<file path="src/rtl/wide_sub_sched.sv">
// Shared-subtractor scheduler: round-robin arbitration of NREQ requesters
// onto one 8-bit subtractor, processing a BYTES*8-bit subtraction one byte
// per cycle (LSB first) with the borrow chained between bytes.

// Plain 8-bit subtractor; Borrow is set when a < b (unsigned).
module subtractor_8b (
  input  logic [7:0] a,
  input  logic [7:0] b,
  output logic [7:0] diff,
  output logic       Borrow
);
  logic [8:0] w_full;

  // Nine-bit difference: the top bit is the borrow out of bit 7
  assign w_full = {1'b0, a} - {1'b0, b};
  assign diff   = w_full[7:0];
  assign Borrow = w_full[8];
endmodule

module wide_sub_sched #(
  parameter int NREQ  = 4,
  parameter int BYTES = 4
) (
  input  logic                     clk,
  input  logic                     rst,
  input  logic [NREQ-1:0]          req,
  input  logic [NREQ*BYTES*8-1:0]  req_a,
  input  logic [NREQ*BYTES*8-1:0]  req_b,
  output logic [NREQ-1:0]          gnt,
  output logic [NREQ-1:0]          done,
  output logic [BYTES*8-1:0]       result,
  output logic                     borrow_out,
  output logic                     busy
);
  localparam int W  = BYTES * 8;
  localparam int PW = $clog2(NREQ);
  localparam int KW = (BYTES > 1) ? $clog2(BYTES) : 1;

  typedef enum logic [1:0] {
    ST_IDLE = 2'd0,
    ST_RUN  = 2'd1,
    ST_DONE = 2'd2
  } state_t;

  // Registered state
  state_t          r_state;
  logic [PW-1:0]   r_ptr;
  logic [KW-1:0]   r_k;
  logic            r_bw;
  logic [W-1:0]    r_a;
  logic [W-1:0]    r_b;
  logic [NREQ-1:0] r_gnt;
  logic [NREQ-1:0] r_done;
  logic [W-1:0]    r_result;
  logic            r_borrow_out;
  logic            r_busy;

  // Next-state values
  state_t          w_state_next;
  logic [PW-1:0]   w_ptr_next;
  logic [KW-1:0]   w_k_next;
  logic            w_bw_next;
  logic [W-1:0]    w_a_next;
  logic [W-1:0]    w_b_next;
  logic [NREQ-1:0] w_gnt_next;
  logic [NREQ-1:0] w_done_next;
  logic [W-1:0]    w_result_next;
  logic            w_borrow_out_next;
  logic            w_busy_next;

  // Arbiter signals
  logic [PW:0]     w_sum     [NREQ];
  logic [PW-1:0]   w_idx     [NREQ];
  logic [NREQ-1:0] w_rot;
  logic [W-1:0]    w_req_a   [NREQ];
  logic [W-1:0]    w_req_b   [NREQ];
  logic [PW-1:0]   w_winner;
  logic [PW-1:0]   w_ptr_after;
  logic [NREQ-1:0] w_win_1h;

  // Byte datapath signals
  logic [7:0]      w_a_byte  [BYTES];
  logic [7:0]      w_b_byte  [BYTES];
  logic [7:0]      w_ak;
  logic [7:0]      w_bk;
  logic [7:0]      w_bk_adj;
  logic [7:0]      w_sub_diff;
  logic            w_sub_borrow;
  logic            w_fold;
  logic [7:0]      w_diff;
  logic            w_bw_new;

  genvar gi;

  // Rotate the request vector so position 0 is the requester at r_ptr;
  // also unpack the per-requester operand buses.
  generate
    for (gi = 0; gi < NREQ; gi++) begin : g_req
      assign w_sum[gi]   = {1'b0, r_ptr} + (PW+1)'(gi);
      assign w_idx[gi]   = (w_sum[gi] >= (PW+1)'(NREQ))
                           ? PW'(w_sum[gi] - (PW+1)'(NREQ))
                           : w_sum[gi][PW-1:0];
      assign w_rot[gi]   = req[w_idx[gi]];
      assign w_req_a[gi] = req_a[gi*W +: W];
      assign w_req_b[gi] = req_b[gi*W +: W];
      assign w_win_1h[gi] = (w_winner == PW'(gi));
    end
  endgenerate

  // First pending requester at or after r_ptr (lowest rotated position) wins
  always_comb begin
    w_winner = '0;
    for (int i = NREQ - 1; i >= 0; i--) begin
      if (w_rot[i]) begin
        w_winner = w_idx[i];
      end
    end
  end

  assign w_ptr_after = (w_winner == PW'(NREQ - 1)) ? '0 : w_winner + 1'b1;

  // Split the latched operands into byte lanes
  generate
    for (gi = 0; gi < BYTES; gi++) begin : g_byte
      assign w_a_byte[gi] = r_a[gi*8 +: 8];
      assign w_b_byte[gi] = r_b[gi*8 +: 8];
    end
  endgenerate

  assign w_ak     = w_a_byte[r_k];
  assign w_bk     = w_b_byte[r_k];
  // Incoming borrow is folded into the subtrahend byte
  assign w_bk_adj = w_bk + {7'd0, r_bw};

  subtractor_8b u_sub (
    .a      (w_ak),
    .b      (w_bk_adj),
    .diff   (w_sub_diff),
    .Borrow (w_sub_borrow)
  );

  // B byte 0xFF plus an incoming borrow wraps to 0: the true result is
  // Ak - 256, i.e. the same byte with the borrow propagated onward.
  assign w_fold   = r_bw & (w_bk == 8'hFF);
  assign w_diff   = w_fold ? w_ak : w_sub_diff;
  assign w_bw_new = w_fold ? 1'b1 : w_sub_borrow;

  // Next-state and output decode for IDLE / RUN / DONE
  always_comb begin
    w_state_next      = r_state;
    w_ptr_next        = r_ptr;
    w_k_next          = r_k;
    w_bw_next         = r_bw;
    w_a_next          = r_a;
    w_b_next          = r_b;
    w_gnt_next        = r_gnt;
    w_done_next       = '0;
    w_result_next     = r_result;
    w_borrow_out_next = r_borrow_out;
    w_busy_next       = r_busy;
    case (r_state)
      ST_IDLE: begin
        if (|req) begin
          w_state_next = ST_RUN;
          w_a_next     = w_req_a[w_winner];
          w_b_next     = w_req_b[w_winner];
          w_gnt_next   = w_win_1h;
          w_k_next     = '0;
          w_bw_next    = 1'b0;
          w_ptr_next   = w_ptr_after;
          w_busy_next  = 1'b1;
        end
      end
      ST_RUN: begin
        for (int j = 0; j < BYTES; j++) begin
          if (r_k == KW'(j)) begin
            w_result_next[j*8 +: 8] = w_diff;
          end
        end
        w_k_next  = r_k + 1'b1;
        w_bw_next = w_bw_new;
        if (r_k == KW'(BYTES - 1)) begin
          w_state_next      = ST_DONE;
          w_gnt_next        = '0;
          w_done_next       = r_gnt;
          w_borrow_out_next = w_bw_new;
        end
      end
      ST_DONE: begin
        w_state_next = ST_IDLE;
        w_busy_next  = 1'b0;
      end
      default: begin
        w_state_next = ST_IDLE;
        w_busy_next  = 1'b0;
      end
    endcase
  end

  // State register
  always_ff @(posedge clk or posedge rst) begin
    if (rst) begin
      r_state <= ST_IDLE;
    end else begin
      r_state <= w_state_next;
    end
  end

  // Datapath and output registers; reset abandons any operation in flight
  always_ff @(posedge clk or posedge rst) begin
    if (rst) begin
      r_ptr        <= '0;
      r_k          <= '0;
      r_bw         <= 1'b0;
      r_a          <= '0;
      r_b          <= '0;
      r_gnt        <= '0;
      r_done       <= '0;
      r_result     <= '0;
      r_borrow_out <= 1'b0;
      r_busy       <= 1'b0;
    end else begin
      r_ptr        <= w_ptr_next;
      r_k          <= w_k_next;
      r_bw         <= w_bw_next;
      r_a          <= w_a_next;
      r_b          <= w_b_next;
      r_gnt        <= w_gnt_next;
      r_done       <= w_done_next;
      r_result     <= w_result_next;
      r_borrow_out <= w_borrow_out_next;
      r_busy       <= w_busy_next;
    end
  end

  assign gnt        = r_gnt;
  assign done       = r_done;
  assign result     = r_result;
  assign borrow_out = r_borrow_out;
  assign busy       = r_busy;

endmodule

</file>
<file path="config.mk">
export PLATFORM = sky130hd
export DESIGN_NAME = wide_sub_sched
export DESIGN_NICKNAME = d
export VERILOG_FILES = /design/src/rtl/wide_sub_sched.sv
export SDC_FILE = /design/constraint.sdc
export NUM_CORES = 1
export LEC_CHECK = 0
export BUFFER_PORTS_ARGS = -buffer_cell sky130_fd_sc_hd__buf_2
export CAP_MARGIN = 25
export CORE_AREA = 2 2 121 123
export DETAILED_ROUTE_END_ITERATION = 7
export DIE_AREA = 0 0 123 125
export PLACE_DENSITY = 0.86
export SLEW_MARGIN = 20
export SYNTH_ARGS = -nofsm -noshare
export SYNTH_HDL_FRONTEND = slang
export SYNTH_SLANG_ARGS = --single-unit
</file>
<file path="constraint.sdc">
create_clock -name clk -period 9.4 [get_ports clk]
set_input_delay 0.94 -clock clk [delete_from_list [all_inputs] [get_ports clk]]
set_output_delay 0.94 -clock clk [all_outputs]
set_load 0.03 [all_outputs]
</file>
# --- Word-level counts from Yosys, hierarchy flattened ---
# Index checks and enable logic that the tools add are counted.
word_totals:
  elab_cells: 108
  input_bits: 262
  output_inout_bits: 42
  reg_bits: 113
classes:
  n_bitwise: 4
  eq_ne: 10
  addsub: 11
  n_reduce_logical: 14
  n_lt_le_gt_ge: 10
  mux: 45
op_table:
  columns: ["cell", "count"]
  rows:
  - ["$bmux W32 S2", 2]
  - ["$mux W32", 4]
  - ["$mux W8", 5]
  - ["$bmux W8 S2", 2]
  - ["$mux W2", 12]
  - ["$mux W4", 4]
  - ["$reduce_and A2 Y1", 8]
  - ["$ge A3 B3 Y1 const B", 5]
  - ["$lt A2 B3 Y1 const B", 4]
  - ["$sub A8 B8 Y9", 1]
  - ["$add A8 B1 Y8", 1]
  - ["$bmux W1 S2", 4]
  - ["$eq A2 B2 Y1 const B", 4]
  - ["$eq A8 B8 Y1 const B", 1]
  - ["$pmux W2 S2", 2]
  - ["$pmux W4 S2", 1]
  - ["$sub A2 B1 Y2 const B", 4]
  - ["$mux W1", 7]
  - ["$add A2 B2 Y3 const B", 2]
  - ["$eq A2 B1 Y1 const B", 3]
  - ["$logic_not A2 Y1", 3]
  - ["$not A2 Y3", 2]
  - ["$add A2 B1 Y2 const B", 2]
  - ["$ne A2 B2 Y1 const B", 2]
  - ["other kinds (8)", 9]

# --- Depth between registers and ports, before layout ---
# Gate-level depths: netlist of the first run.
logic_depth:
  word_depth: 13
  mapped_depth: 13

# --- Cells and area by module ---
# A second synthesis of the first run with hierarchy kept.
unflattened:
  cells_unflattened: 837
  hier_area_um2: 7579.8
modules_own_cells:
  columns: ["module", "seq_area_each_um2", "area_each_um2", "instances", "cells_per_inst"]
  rows:
  - ["wide_sub_sched", 2827.7, 7225.7, 1, 789]
  - ["subtractor_8b", 0.0, 354.1, 1, 48]

# --- Least setup slack after synthesis of the first run ---
# OpenSTA, ideal clock, no wires.
synth_timing:
  path_type: "register to register"
  from: "register r_k[1]"
  to: "register r_result[15] (netlist: result[15])"
  required_time_ns: 9.317
  n_path_buf: 1
  t_arrival_ns: 3.185
  path_stages_with_launch: 13
  synth_period_minus_slack_ns: 3.268
  setup_time_ns: 0.083
  path_slack_ns: 6.132
  cell_sequence: "dfrtp_1 > buf_6 > mux4_1 > ha_1 > xor2_1 > inv_1 > ha_1 > nor2b_1 > o31a_1 > or4_1 > o211ai_1 > mux2i_1 > o21ai_0"
synth_via:
  elab_chain_cells: 7
synth_rtl:
  columns: ["element", "line", "source"]
  rows:
  - ["start, declared", "48", "logic [KW-1:0] r_k;"]
  - ["start signal, assigned", "224", "r_k <= w_k_next;"]
  - ["$not A2 Y3 (not written as such)", "130, 131", null]
  - ["$bmux W8 S2", "131", "assign w_bk = w_b_byte[r_k];"]
  - ["$mux W8 (not written as such) (2 in series)", "131", null]
  - ["$add A8 B1 Y8 / $eq A8 B8 Y1 (equally long branches)", "133, 144", null]
  - ["$sub A8 B8 Y9 / $and A1 B1 Y1 (equally long branches)", "15, 144", null]
  - ["$mux W8", "145", "assign w_diff = w_fold ? w_ak : w_sub_diff;"]
  - ["end signal, assigned", "230", "r_result <= w_result_next;"]
  - ["end, declared", "54", "logic [W-1:0] r_result;"]
# Several ways; a longest one is shown, not always the timed one. The select of a mux whose other input is x is not followed.
# A chain may end at the register's enable or synchronous reset.

# --- Final worst setup path of the first run ---
layout_timing:
  from: "register r_k[0]"
  to: "register r_result[15] (netlist: result[15])"
# The elaborated chain is that of the path after synthesis.

==> results.toml, run 1 <==
[clocking]
cts_made_buffers = 17
cts_hold_repair.buffers = 0
cts_resized = 0
path_clk_slew_ps = 50
htree_levels = 4
cts.root.buffer_cell = "clkbuf_16"
clock-sinks = 113
cts.path.max_buffers = 2
post_cts_buffers = 0
clk-insertion-delay-late_ps = 410
cts_tree = "done"

[synthesis]
syn_area_mm2 = 0.007281
synth_warnings = 0
yosysMostFrequentCell = "nand2_1"
synth.largest_area_cell = "dfrtp_1"
synthCells = 922
synth_edf_count = 0
netlist.area_leader.share_pct = 38.84
async_reset_ff_share_pct = 100.0
synth.distinct_cells = 43
synthTopCellsByCount = "nand2_1, and3_1, dfrtp_1"
ys_seq_area_share_pct = 38.84
synth_fp_nets = 1203
synthFlopType = "dfrtp_1"
ys_ff_latch = 113
syn_avg_cell_area_um2 = 7.897
ys_top_cells_by_area = "dfrtp_1, nand2_1, and3_1, o31ai_1, ha_1"

[final_layout]
syn_to_final_growth_pct = 29.40
layout.nets = 1462
drive_above_1_share_pct = 30.15
stdcell_area_mm2 = 0.009422

[worst_setup_path]
path_buf_inv = 1
slowest_delay_ps = 860
path_common_cell = "ha_1"
worst_path_max_delay_cell = "dfrtp_1"
criticalPathCategory = "flip-flop to flip-flop"
crit_fanout = 19
startpoint_type = "flip-flop"
crit_arrival_ps = 3980
required_ps = 9720
worstPathCellList = "mux4_1, ha_1, xor2_1, inv_1, ha_1, nor2b_1, o31a_1, or4_1, o211ai_1, mux2i_1, o21ai_0"
crit_family = "flip-flops"
end_kind = "flip-flop"

[die]
rows = 44
die_h_um = 125
pin_count = 304
core-area_mm2 = 0.01420
initial_core_util_pct = 51.26
die-width_um = 123
die_area_mm2 = 0.01538

[sta]
setup_tns_ps = 0
worstMarginPinSlew_ps = 962.1
post-route-min-period_ps = 3656
fin_ws_ps = 5744
fin_crit_sh_pct = 38.89
finClkSkew_ps = 6.325
max_freq_mhz = 273.5
rsz0062_at_grt = "no"
setup_viol = 0
slew_headroom_pct = 35.86
final_max_slew_viol_count = 0
hold_viol_final = 0

[worst_hold_path]
hold_class = "flip-flop to flip-flop"

[pwr]
power_density_mw_per_mm2 = 405.4
leakage_nw = 5.179
ir_drop_v = 0.0002418
fin_total_pwr_mw = 3.819

[route]
wl_per_cell_um = 15.85
vias = 7501
dr.pass1.iters = 5
vias_per_cell = 5.439
antenna_left = 0
drc_errors = 0
drtIter0Drc = 554
detail_route.wirelength_um = 21850

[place]
dp_hpwl_um = 16080
port_buffers = 303
finalWeightedCongestion = 0.8743
place_ws_ps = 5729
place_area_mm2 = 0.008812

[job]
drv_cap = 0

[grt]
grt_first_pass_wirelength_um = 35560
first_global_vias = 7188
grt_usage_pct = 29.58
grt.overflow.total = 0
grt_max_degree = 132
antenna_found_initial = 1

[run_status]
outcome = "finished clean"
## final cells by class
type                            instances  area [um^2]
Inverter                               14        60.06
Sequential cell                       113         2828
Timing Repair Buffer                  310         1569
Fill cell                            1218         4782
Antenna cell                            1        2.502
Clock inverter                         10        132.6
Multi-Input combinational cell        725         4125
Tap cell                              184        230.2
Clock buffer                           22        474.2
## state kept, by name, summed over array words and instances (netlist names)
name / count
r_ptr: 2
r_b: 32
r_bw: 1
borrow_out: 1
gnt: 4
done: 4
r_a: 32
busy: 1
result: 32
r_k: 2
r_state: 2
## per-stage QoR
step	hold WS, ps	utilization, %	std cells
final	470.8	66.33	1379
after global routing	485.9	66.33	1379
after CTS	476.3	66.31	1378
after detailed placement	464.3	62.04	1346
after global placement	455.2	62.02	1346
after floorplan	440.1	-	922
## report_power, final
group / switching (mW) / internal (mW)
registers: 0.172 / 0.735
clock network: 0.217 / 0.435
logic: 1.37 / 0.893
## cell families after synthesis
kind of cell	synth area share, %
flops	38.84
fa+ha+maj	3.368
buf+inv	4.915
compound gates	12.00
xor+xnor	0.9624
mux	6.599
simple gates	33.32
## layout by cell type, fill, tap and decap left out, types with 9 or more instances in the layout
master	netlist	layout
inv_1	13	12
dfrtp_1	113	113
and3_1	132	132
nand3_1	11	11
clkbuf_16	0	17
buf_2	19	303
mux2i_1	9	9
ha_1	18	18
o31ai_1	65	65
nand2_1	367	367
o21ai_0	38	38
## tightest hold or removal path, delay by kind of cell, from the launching register on
family | cells | cell delay (ps)
compound gates | 1 | 50
flops | 1 | 330
simple gates | 1 | 50
## routing by layer
metal / vias to the layer above / part of all wire [%] / track usage (%)
li1: 3680 / - / -
met1: 3483 / 42 / 37.86
met2: 294 / 49 / 49.17
met3: 44 / 6.6 / 6.113
met4: 0 / 2.6 / 11.10
met5: - / 0 / 0
## worst paths after layout
| kind | slack (ps) | start | endpoint | cells after the start |
|---|---|---|---|---|
| max in group asynchronous | 7550 | rst | r_b[16] | 3 |
| worst min-delay path | 470 | r_b[14] | r_b[14] | 2 |
| worst max register to register | 5740 | r_k[0] | result[15] | 11 |
| worst min register to register | 470 | r_b[14] | r_b[14] | 2 |
| worst max-delay path | 5740 | r_k[0] | result[15] | 11 |
| min in group asynchronous | 590 | rst | r_a[8] | 2 |
(Power assumes the default switching activity.)
==> run 2: changes to the inputs <==
--- a/config.mk
+++ b/config.mk
@@ -7,10 +7,10 @@
 export LEC_CHECK = 0
 export BUFFER_PORTS_ARGS = -buffer_cell sky130_fd_sc_hd__buf_2
 export CAP_MARGIN = 25
-export CORE_AREA = 2 2 121 123
+export CORE_AREA = 2 2 132 134
 export DETAILED_ROUTE_END_ITERATION = 7
-export DIE_AREA = 0 0 123 125
-export PLACE_DENSITY = 0.86
+export DIE_AREA = 0 0 134 136
+export PLACE_DENSITY = 0.76
 export SLEW_MARGIN = 20
 export SYNTH_ARGS = -nofsm -noshare
 export SYNTH_HDL_FRONTEND = slang
==> constraint.sdc (replaced) <==
create_clock -name clk -period 3.1 [get_ports clk]
set_input_delay 0.31 -clock clk [delete_from_list [all_inputs] [get_ports clk]]
set_output_delay 0.31 -clock clk [all_outputs]
set_load 0.03 [all_outputs]
==> run 2 against run 1 <==
The flow now finishes with violations (setup timing). Largest cell class unchanged. Critical path depth stayed put. Sequential share of layout area fell by 1.2 points. Power rose to 3.4 times the previous value. Register-to-register slack got worse by 5800 ps. Global-route usage decreased by 4.2 points.
==> results.toml, run 2 (same netlist as run 1, synthesis figures left out) <==
[final_layout]
final_cell_mix = "nand2_1, buf_2, and3_1"
finalNonFillerCells = 1438
syn_to_final_growth_pct = 34.66
drive_above_1_share_pct = 33.03
final_common_cell = "nand2_1"
fillers = 1565
layout.nets = 1480
stdcell_area_mm2 = 0.009804

[sta]
hold_viol_final = 0
rsz0062_at_grt = "yes"
setup_viol = 10
worstMarginPinSlew_ps = 840.7
finClkSkew_ps = 5.902
fin_crit_sh_pct = 101.4
setup_tns_ps = -174.8
slew_headroom_pct = 43.84
fin_ws_ps = -43.20
final_max_slew_viol_count = 0
post-route-min-period_ps = 3143
max_freq_mhz = 318.1

[worst_setup_path]
slowest_delay_ps = 610
startpoint_type = "flip-flop"
end_kind = "flip-flop"
criticalPathCategory = "flip-flop to flip-flop"
crit_family = "multiplexers"
path_depth = 11
worstPathCellList = "mux4_2, ha_4, xor2_2, inv_1, ha_1, nor2b_4, o31a_1, buf_4, o311a_4, mux2i_4, o21ai_1"
crit_fanout = 4
worst_path_max_delay_cell = "mux4_2"
reg2reg_depth = 11
path_buf_inv = 2
crit_arrival_ps = 3420
required_ps = 3370

[grt]
grt-busiest-layer = "met2"
grt_max_degree = 146
use_met2_pct = 42.08
grt_first_pass_wirelength_um = 36340
grt_use_met1_pct = 33.31
grt_usage_pct = 25.34
first_global_vias = 7117
grt.overflow.total = 0
gr-usage-met3_pct = 5.705
antenna_found_initial = 4

[clocking]
cts_hold_repair.buffers = 0
cts.root.buffer_cell = "clkbuf_16"
cts_made_buffers = 17
htree_levels = 4
path_clk_slew_ps = 50
clock-sinks = 113
clk-insertion-delay-late_ps = 410
cts.path.max_buffers = 2
cts_tree = "done"

[route]
drtIter0Drc = 505
antenna_left = 0
drc_errors = 0
vias = 7493
wl_per_cell_um = 16.01
detail_route.wirelength_um = 23020
dr.pass1.iters = 5
vias_per_cell = 5.211

[pwr]
leakage_nw = 5.279
ir_drop_v = 0.0009115
power_density_mw_per_mm2 = 1319

[die]
die_h_um = 136
rows = 48
pin_count = 304
die-width_um = 134
initial_core_util_pct = 43.14
die_area_mm2 = 0.01822
core-area_mm2 = 0.01688

[place]
dp_hpwl_um = 16860
placedCellCount = 1396
place_area_mm2 = 0.008999
port_buffers = 303
finalWeightedCongestion = 0.8550

[job]
drv_cap = 0

[worst_hold_path]
hold_class = "primary input to asynchronous set/reset pin"

[run_status]
violations = "setup timing"
outcome = "finished with violations"
[run 2: power by group]
group	internal [mW]	total [mW]	switching (mW)
logic	3.52	8.26	4.74
registers	2.23	2.74	0.515
clock network	1.27	1.93	0.659
[run 2: layout make-up]
class | count | area [um^2] | share of cell area, %
flip-flops and latches | 113 | 2828 | 28.84
clock inverters | 11 | 138.9 | 1.417
diodes | 2 | 5.005 | 0.05105
well taps | 225 | 281.5 | 2.871
inverters | 14 | 58.81 | 0.5998
multi-input cells | 725 | 4272 | 43.57
repair buffers | 328 | 1774 | 18.10
clock buffers | 20 | 446.7 | 4.556
[run 2: path summary, 6_finish.rpt]
kind,from,to,slack (ps)
setup / recovery,r_k[1],result[13],-40
hold / removal,rst,result[13],60
setup reg to reg,r_k[1],result[13],-40
hold reg to reg,result[19],result[19],470
max in group asynchronous,rst,r_b[20],2260
min in group clk,req_a[68],r_a[4],270
[run 2: repair_timing]
item,in CTS,in global routing
gates resized for setup,14,32
buffers inserted,3,6
pin swaps,3,18
endpoints found under the setup margin,14,18
[run 2: layer usage]
layer	vias up	routed length [um]
met2	243	11330
met4	4	401
met3	35	1379
met5	-	27
li1	3708	-
met1	3503	9875
[run 2: through the flow]
step / util, % / hold WS (ps) / setup WS (ps) / power, mW
2_1_floorplan: - / 440.1 / 5.520 / 7.839
3_3_place_gp: 53.32 / 455.8 / 2.175 / 9.723
3_5_place_dp: 53.32 / 466.0 / -103.5 / 9.901
4_1_cts: 57.07 / 78.44 / -4.856 / 12.09
5_1_grt: 58.10 / 119.5 / -181.6 / 13.95
6_report: 58.10 / 58.18 / -43.20 / 12.93
[run 2: worst register-to-register path, cell delays in order, from the launching register on]
cell and delay (ps):
dfrtp_1 400, mux4_2 610, ha_4 220, xor2_2 170, inv_1 60, ha_1 270
nor2b_4 130, o31a_1 320, buf_4 170, o311a_4 360, mux2i_4 200, o21ai_1 110
